### config.mk
export PLATFORM = sky130hd
export DESIGN_NAME = bus_rr_scheduler
export DESIGN_NICKNAME = d
export VERILOG_FILES = /design/src/rtl/bus_rr_scheduler.sv
export SDC_FILE = /design/constraint.sdc
export NUM_CORES = 1
export LEC_CHECK = 0
export CAP_MARGIN = 20
export CORE_UTILIZATION = 55
export CTS_CLUSTER_DIAMETER = 150
export DETAILED_ROUTE_END_ITERATION = 10
export HOLD_SLACK_MARGIN = 0.03
export PLACE_DENSITY = 0.82
export SLEW_MARGIN = 20
export SYNTH_ARGS = -nofsm -noshare
export SYNTH_HDL_FRONTEND = slang
export SYNTH_SLANG_ARGS = --single-unit
export TNS_END_PERCENT = 10
### constraint.sdc
create_clock -name clk -period 3.95 [get_ports clk]
set_clock_uncertainty 0.1 [all_clocks]
set_input_delay 0.395 -clock clk [delete_from_list [all_inputs] [get_ports clk]]
set_output_delay 0.395 -clock clk [all_outputs]
set_load 0.02 [all_outputs]
### src/rtl/bus_rr_scheduler.sv
// Round-robin grant scheduler for the serial system bus: one owner at a time,
// start timeout, tenure limit, one-cycle turnaround and timeout reporting.
module bus_rr_scheduler #(
    parameter int unsigned NUM_MASTERS   = 4,
    parameter int unsigned IDX_W         = 2,
    parameter int unsigned START_TIMEOUT = 16,
    parameter int unsigned MAX_TENURE    = 64
) (
    input  logic                   clk,
    input  logic                   rst,
    input  logic [NUM_MASTERS-1:0] breq,
    input  logic [NUM_MASTERS-1:0] master_valid,
    input  logic                   txn_done,
    output logic [NUM_MASTERS-1:0] bgrant,
    output logic [IDX_W-1:0]       owner,
    output logic                   bus_busy,
    output logic                   timeout_pulse,
    output logic [IDX_W-1:0]       timeout_id,
    output logic [7:0]             timeout_cnt
);

    localparam int unsigned WAIT_W = (START_TIMEOUT > 2) ? $clog2(START_TIMEOUT) : 1;
    localparam int unsigned TEN_W  = (MAX_TENURE > 2) ? $clog2(MAX_TENURE) : 1;
    localparam logic [NUM_MASTERS-1:0] GRANT_ONE = NUM_MASTERS'(1);
    localparam logic [WAIT_W-1:0]      WAIT_LAST = WAIT_W'(START_TIMEOUT - 1);
    localparam logic [TEN_W-1:0]       TEN_LAST  = TEN_W'(MAX_TENURE - 1);

    typedef enum logic [1:0] {
        S_IDLE    = 2'd0,
        S_GRANT   = 2'd1,
        S_BUSY    = 2'd2,
        S_RELEASE = 2'd3
    } state_e;

    state_e                 state_q;
    logic [NUM_MASTERS-1:0] bgrant_q;
    logic [IDX_W-1:0]       owner_q;
    logic [IDX_W-1:0]       last_owner_q;
    logic                   bus_busy_q;
    logic                   timeout_pulse_q;
    logic [IDX_W-1:0]       timeout_id_q;
    logic [7:0]             timeout_cnt_q;
    logic [WAIT_W-1:0]      wait_cnt_q;
    logic [TEN_W-1:0]       ten_cnt_q;
    logic [IDX_W-1:0]       pick_d;

    // First requester after last_owner, scanning upward with wrap-around.
    always_comb begin : pick_logic
        int unsigned idx;
        logic        found;
        pick_d = last_owner_q;
        found  = 1'b0;
        idx    = 0;
        for (int unsigned i = 1; i <= NUM_MASTERS; i++) begin
            idx = 32'(last_owner_q) + i;
            if (idx >= NUM_MASTERS) begin
                idx = idx - NUM_MASTERS;
            end
            if (!found && breq[IDX_W'(idx)]) begin
                pick_d = IDX_W'(idx);
                found  = 1'b1;
            end
        end
    end

    always_ff @(posedge clk) begin
        if (rst) begin
            state_q         <= S_IDLE;
            bgrant_q        <= '0;
            owner_q         <= '0;
            last_owner_q    <= IDX_W'(NUM_MASTERS - 1);
            bus_busy_q      <= 1'b0;
            timeout_pulse_q <= 1'b0;
            timeout_id_q    <= '0;
            timeout_cnt_q   <= '0;
            wait_cnt_q      <= '0;
            ten_cnt_q       <= '0;
        end else begin
            timeout_pulse_q <= 1'b0;
            case (state_q)
                S_IDLE: begin
                    if (|breq) begin
                        state_q    <= S_GRANT;
                        owner_q    <= pick_d;
                        bgrant_q   <= GRANT_ONE << pick_d;
                        wait_cnt_q <= '0;
                        bus_busy_q <= 1'b1;
                    end
                end
                S_GRANT: begin
                    if (!breq[owner_q]) begin
                        state_q  <= S_RELEASE;
                        bgrant_q <= '0;
                    end else if (master_valid[owner_q]) begin
                        state_q   <= S_BUSY;
                        ten_cnt_q <= '0;
                    end else if (wait_cnt_q == WAIT_LAST) begin
                        state_q         <= S_RELEASE;
                        bgrant_q        <= '0;
                        timeout_pulse_q <= 1'b1;
                        timeout_id_q    <= owner_q;
                        if (timeout_cnt_q != 8'hFF) begin
                            timeout_cnt_q <= timeout_cnt_q + 8'd1;
                        end
                    end else begin
                        wait_cnt_q <= wait_cnt_q + WAIT_W'(1);
                    end
                end
                S_BUSY: begin
                    // txn_done outranks tenure expiry, so a finishing transaction is never flagged.
                    if (txn_done || !breq[owner_q]) begin
                        state_q  <= S_RELEASE;
                        bgrant_q <= '0;
                    end else if (ten_cnt_q == TEN_LAST) begin
                        state_q         <= S_RELEASE;
                        bgrant_q        <= '0;
                        timeout_pulse_q <= 1'b1;
                        timeout_id_q    <= owner_q;
                        if (timeout_cnt_q != 8'hFF) begin
                            timeout_cnt_q <= timeout_cnt_q + 8'd1;
                        end
                    end else begin
                        ten_cnt_q <= ten_cnt_q + TEN_W'(1);
                    end
                end
                S_RELEASE: begin
                    state_q      <= S_IDLE;
                    last_owner_q <= owner_q;
                    bus_busy_q   <= 1'b0;
                end
                default: begin
                    state_q    <= S_IDLE;
                    bgrant_q   <= '0;
                    bus_busy_q <= 1'b0;
                end
            endcase
        end
    end

    assign bgrant        = bgrant_q;
    assign owner         = owner_q;
    assign bus_busy      = bus_busy_q;
    assign timeout_pulse = timeout_pulse_q;
    assign timeout_id    = timeout_id_q;
    assign timeout_cnt   = timeout_cnt_q;

endmodule

==> results of run 1 <==
## registers in the layout, indices dropped and copies added (netlist names)
signal	count
timeout_cnt	8
ten_cnt_q	6
bgrant	4
wait_cnt_q	4
last_owner_q	2
owner	2
state_q	2
timeout_id	2
bus_busy	1
timeout_pulse	1
## worst reg2reg max path, cell delays in order (launching register included)
cell       delay (ns)
dfxtp_1          0.42
ha_1             0.20
nand3_1          0.18
o32ai_1          0.48
o2111ai_2        0.37
or3_2            0.54
a21oi_1          0.15
## cells in the final DEF, fill, tap and decap left out, drive strengths merged, types with 3 or more instances in the layout
| master | n |
|---|---|
| a211oi | 4 |
| a21oi | 14 |
| clkbuf | 6 |
| clkdlybuf4s50 | 28 |
| dfxtp | 32 |
| ha | 8 |
| inv | 8 |
| mux2i | 10 |
| nand2 | 8 |
| nand2b | 10 |
| nand3 | 13 |
| nor2 | 17 |
| nor2b | 4 |
| o211ai | 3 |
| o21ai | 13 |
| or3 | 9 |
## worst paths after layout
path                                    from  depth (start not counted)              to
worst min-delay path               bgrant[1]                          2       bgrant[1]
worst min register to register     bgrant[1]                          2       bgrant[1]
worst max-delay path            ten_cnt_q[0]                          6  timeout_cnt[4]
worst max register to register  ten_cnt_q[0]                          6  timeout_cnt[4]
## per-layer routing
layer	wire length [microns]	GRT usage
met1	1750	0.308
met2	1760	0.392
met3	106	0.0469
met4	81	0.139
met5	0	0
## cell type report
cell class	instances	area (sq um)
Timing Repair Buffer	29	288
Inverter	8	30.0
Multi-Input combinational cell	148	1020
Clock inverter	2	10.0
Clock buffer	6	51.3
Fill cell	232	777
Tap cell	31	38.8
Sequential cell	32	641
## cells in the mapped netlist (3+ instances only)
| library cell | count | share of area |
|---|---|---|
| nand2b_1 | 10 | 0.036 |
| o211ai_1 | 3 | 0.013 |
| ha_1 | 8 | 0.058 |
| mux2i_1 | 10 | 0.058 |
| inv_1 | 8 | 0.017 |
| or3_1 | 7 | 0.025 |
| nor2_1 | 16 | 0.035 |
| nand2_1 | 8 | 0.017 |
| nor2b_1 | 4 | 0.015 |
| nand3_1 | 13 | 0.038 |
| a21oi_1 | 14 | 0.041 |
| clkbuf_1 | 4 | 0.0087 |
| o21ai_0 | 13 | 0.038 |
| a211oi_1 | 4 | 0.017 |
| dfxtp_1 | 32 | 0.37 |
## cells by family (layout without fill, tap and decap cells)
| kind of cell | Yosys count | after routing | share of synthesized area |
|---|---|---|---|
| XOR/XNOR | 1 | 1 | 0.00510 |
| AND/OR/NAND/NOR | 76 | 76 | 0.246 |
| buffers and inverters | 14 | 45 | 0.0357 |
| flip-flops | 32 | 32 | 0.373 |
| multiplexers | 12 | 12 | 0.0844 |
| AO/OA/AOI/OAI | 51 | 51 | 0.198 |
| adder cells (fa/ha/maj) | 8 | 8 | 0.0582 |
## stage by stage
stage          instance area [sq um]  utilization  std cells  total power [uW]
5_1_grt                         2080        0.728        256              1190
6_report                        2080        0.728        256              1120
3_3_place_gp                    2010        0.706        248               905
3_5_place_dp                    2010        0.706        248               923
2_1_floorplan                   1720            -        194               796
4_1_cts                         2080        0.728        256              1120
## power breakdown
part	switching, uW	internal, uW
combinational	287	217
clock	113	84.6
sequential	48.5	367
==> metrics.txt, run 1 <==
status=finished clean; port bufs=28; # clock sinks=32; Syn. warnings=0; vias in the first global route=1,502; RD Place Congestion=0.842; Nets=between 200 and 250; DRC Markers=0; Area growth syn-to-layout=20.7%; Pwr per Cell Area=around 540 mW/mm^2; pin count of the biggest net entering global routing=20; post-DP HPWL=~2700 microns; Seq/Total Area, Yosys=0.373; # rows=19; critical path capture point type=flop; fin crit period=2.51 ns; Final Hold Fails=0; cts repair resizes=0; max_cap viols=0; ratio of cells with drive above 1 in the final layout=0.0889; top_reg_cell synth=dfxtp_1; Avg Synthesized Cell Area=roughly 9 sq um; total number of vias=1,548; CTS tree=built; CP max-delay cell=or3_2; fin crit share=0.635; IO Count=29; reg-to-reg setup timing slack=about 1.4 ns; CP Max Fanout=12; kind of launch point of the worst setup path=flop; Clock Pin Slew Worst Setup and Hold Paths=~0.10 ns; Vias/cell=6.05; DIE AREA=about 0.0034 sq mm; Tightest Pin Transition=0.690 ns; drt pass-1 iters=4; core area=0.00285 sq mm; WHS=0.384 ns; Setup violations, final=0; critical path's top delay family=compound AO/OA/AOI/OAI gates; Post-Syn Area=roughly 0.0017 sq mm; HP Class=reg -> reg; antenna viol nets, final=0; cts hold-fix bufs=0; Setup TNS=0 ns; Tot GR Track Use=0.245; Routed WL=roughly 3700 microns; die height=just under 60 microns; die width=between 50 and 60 microns; max_slew headroom=0.538; GR Overflow Total=0; Yosys reg bits=32; Async SR Flop Fraction=0; initial antenna violation count=0; Buf+Inv Stages, Crit Path=0; drt wl/cell=about 14 microns; Post-Synthesis Net Count=213; Clk Latency, worst-skew pair=between 0.3 and 0.4 ns; Arr. time, crit path=2.68 ns; Mapped Cells=194; Synth cell types=47; CP Class=reg -> reg; CTS Buf Count=5; Max Buffers Root-to-Sink=2; drt initial violations=86; crit-path cells=ha_1 -> nand3_1 -> o32ai_1 -> o2111ai_2 -> or3_2 -> a21oi_1; FMAX=399 MHz; clock root cell=clkbuf_4; EDFF count, synth=0; Initial Util=0.603; setup bufs post-CTS=0; RSZ-0062 raised after global routing=false; fin. max-slew vios=0; pre-CTS setup slack=between 1 and 1.5 ns; H-tree levels=2; first-pass GRT wire length=6270 microns; VDD IR-drop max=between 300 and 400 uV; slowest stage delay, CP=around 0.54 ns; LEAKAGE=0.000758 uW; Worst EP required=a little over 4 ns; final worst slack=1.44 ns; antenna cells=0
Note: power is estimated with default switching activity, not from simulation.
==> inputs of run 2 (changes only) <==
- CORE_UTILIZATION: 55 -> 47
- PLACE_DENSITY: 0.82 -> 0.75
- clock period: 3.95 -> 2.25 ns (I/O delays scaled with it)
==> run 2 against run 1 <==
Compared with the run above:
- non-clock buffer count up 25
- clock power rose by 53%
- combinational power rose by 130%
- maximum frequency grew 19%
- count of clock-buffer cells in the layout stayed put
- via count is 7.6% higher
- worst setup slack worse by 1.3 ns
- critical path depth unchanged
- sequential share of layout area fell by 2.9 points
- die area grew 16%
- flip-flop and latch count stayed put
- utilization down 5.3 points
- critical path type unchanged
- largest cell class unchanged
==> metrics.txt, run 2 (synthesized netlist as in run 1, its figures left out) <==
status=finished clean; CTS Buf Count=5; critical path capture point type=flop; port bufs=28; antenna cells=0; Logic pwr share=0.528; reg-to-reg setup timing slack=0.14 ns; RSZ-0062 raised after global routing=false; CP Class=reg -> reg; kind of launch point of the worst setup path=flop; Max Buffers Root-to-Sink=2; clock network fraction of total power=0.139; first-pass GRT wire length=about 7400 microns; Tot GR Track Use=0.241; LEAKAGE=between 0.0008 and 0.0009 uW; commonest non-fill, non-tap cell in the layout=dfxtp_1; max_cap viols=0; fin crit share=0.937; Placed Cells=between 200 and 300; vias in the first global route=roughly 1.7k; launch point of the worst hold path=bgrant[1]; critical path's top delay family=multiplexers; H-tree levels=2; P_int=about 1300 uW; total number of vias=between 1.5k and 2k; ratio of cells with drive above 1 in the final layout=0.205; Vias/cell=between 5 and 6; DIE AREA=0.00390 sq mm; Worst EP required=between 2 and 2.5 ns; Area growth syn-to-layout=34.0%; Final Hold Fails=0; switching share of power=0.387; # rows=21; # clock sinks=32; CTS tree=built; IO Count=29; Tightest Pin Transition=around 0.4 ns; die height=~62 microns; post-DP HPWL=between 3000 and 4000 microns; WHS=about 0.39 ns; Routed WL=roughly 4200 microns; Clk Latency, worst-skew pair=around 0.34 ns; die width=62.5 microns; DRC Markers=0; slowest stage delay, CP=a little under 0.6 ns; final std cells w/o fill=295; Pwr per Cell Area=approximately 950 mW/mm^2; Setup violations, final=0; worst r2r src=owner[0]; core area=0.00342 sq mm; antenna viol nets, final=0; pin count of the biggest net entering global routing=27; Initial Util=0.503; VDD IR-drop max=~530 uV; drt initial violations=54; Nets=268; initial antenna violation count=0; Arr. time, crit path=roughly 2.2 ns; cts hold-fix bufs=0; Pwr Total=around 2200 uW; CP max-delay cell=mux4_2; Buf+Inv Stages, Crit Path=1; FMAX=roughly 470 MHz; Util after Layout=0.674; CP Max Fanout=4; GR Overflow Total=0; Reg power frac=0.334; fin. max-slew vios=0; HP Class=reg -> reg; number of flip-flops under the largest register name=8; hold endpoint=bgrant[1]; Clock Pin Slew Worst Setup and Hold Paths=about 0.09 ns; clock root cell=clkbuf_4; reg2reg path depth=6; most frequent cells in the layout=29 x dfxtp_1, 28 x clkdlybuf4s50_1, 26 x buf_4, 16 x nor2_1; FF-to-FF End=bgrant[0]; drt wl/cell=approximately 14 microns; hold path cells=2; RD Place Congestion=between 0.8 and 0.9; fin crit period=2.11 ns; max_slew headroom=0.727; crit-path cells=mux4_2 -> nor2_4 -> buf_4 -> nor2_1 -> or3_1 -> mux2i_1; drt pass-1 iters=4; net switching power=847 uW
-- run 2: cell types whose count changed in the layout (fill, tap and decap cells not counted), sizes merged --
| cell | before | now |
|---|---|---|
| buf | 1 | 26 |
| clkinv | 2 | 1 |
-- run 2: through the flow --
step                worst slack [ns]  instance area (sq um)  setup TNS, ns
global placement             -0.0459                   2210         -0.138
finish                         0.142                   2300              0
CTS                           0.0366                   2250              0
detailed placement           -0.0663                   2210         -0.395
floorplan                     0.0406                   1720              0
global route                 0.00791                   2300              0
-- run 2: final cells by class --
type	instances	area [sq um]
timing repair buffer	54	475
fill	271	1110
inverter	8	30.0
multi-input combinational	148	1050
sequential	32	644
tap	46	57.6
clock buffer	6	41.3
clock inverter	1	5.00
-- run 2: worst max-delay path by stage --
| stage | startpoint | end | slack, ns | cells after the start |
|---|---|---|---|---|
| global route | state_q[0] | ten_cnt_q[5] | 0.008 | 7 |
| detailed placement | breq[3] | bgrant[0] | -0.07 | 6 |
| global placement | breq[3] | bgrant[0] | -0.05 | 6 |
| finish | owner[0] | bgrant[0] | 0.14 | 6 |
| floorplan | owner[0] | timeout_cnt[5] | 0.04 | 6 |
| CTS | ten_cnt_q[1] | timeout_cnt[7] | 0.04 | 8 |
-- run 2: repair_timing --
| item | 4_1_cts | 5_1_grt |
|---|---|---|
| setup endpoints to repair | 0 | 6 |
| resized for setup | 0 | 9 |
| setup buffers | 0 | 2 |
-- run 2: power groups by stage --
| stage | combinational, uW | sequential (uW) | clock, uW |
|---|---|---|---|
| 2_1_floorplan | 619 | 779 | 0 |
| 3_3_place_gp | 1070 | 733 | 0 |
| 3_5_place_dp | 1100 | 738 | 0 |
| 4_1_cts | 1110 | 725 | 313 |
| 5_1_grt | 1270 | 743 | 337 |
| 6_report | 1150 | 730 | 303 |
-- run 2: layer usage --
metal | part of all wire | up-vias | global-route usage | wire [microns]
li1 | - | 832 | - | -
met1 | 0.44 | 790 | 0.280 | 1840
met2 | 0.50 | 38 | 0.413 | 2090
met3 | 0.039 | 6 | 0.0584 | 163
met4 | 0.016 | 0 | 0.113 | 65
met5 | 0 | - | 0 | 0
-- run 2: worst min-delay path: stages, from the launching register on --
cell      delay (ns)
dfxtp_1         0.32
nand2b_1        0.07
mux2i_1         0.06
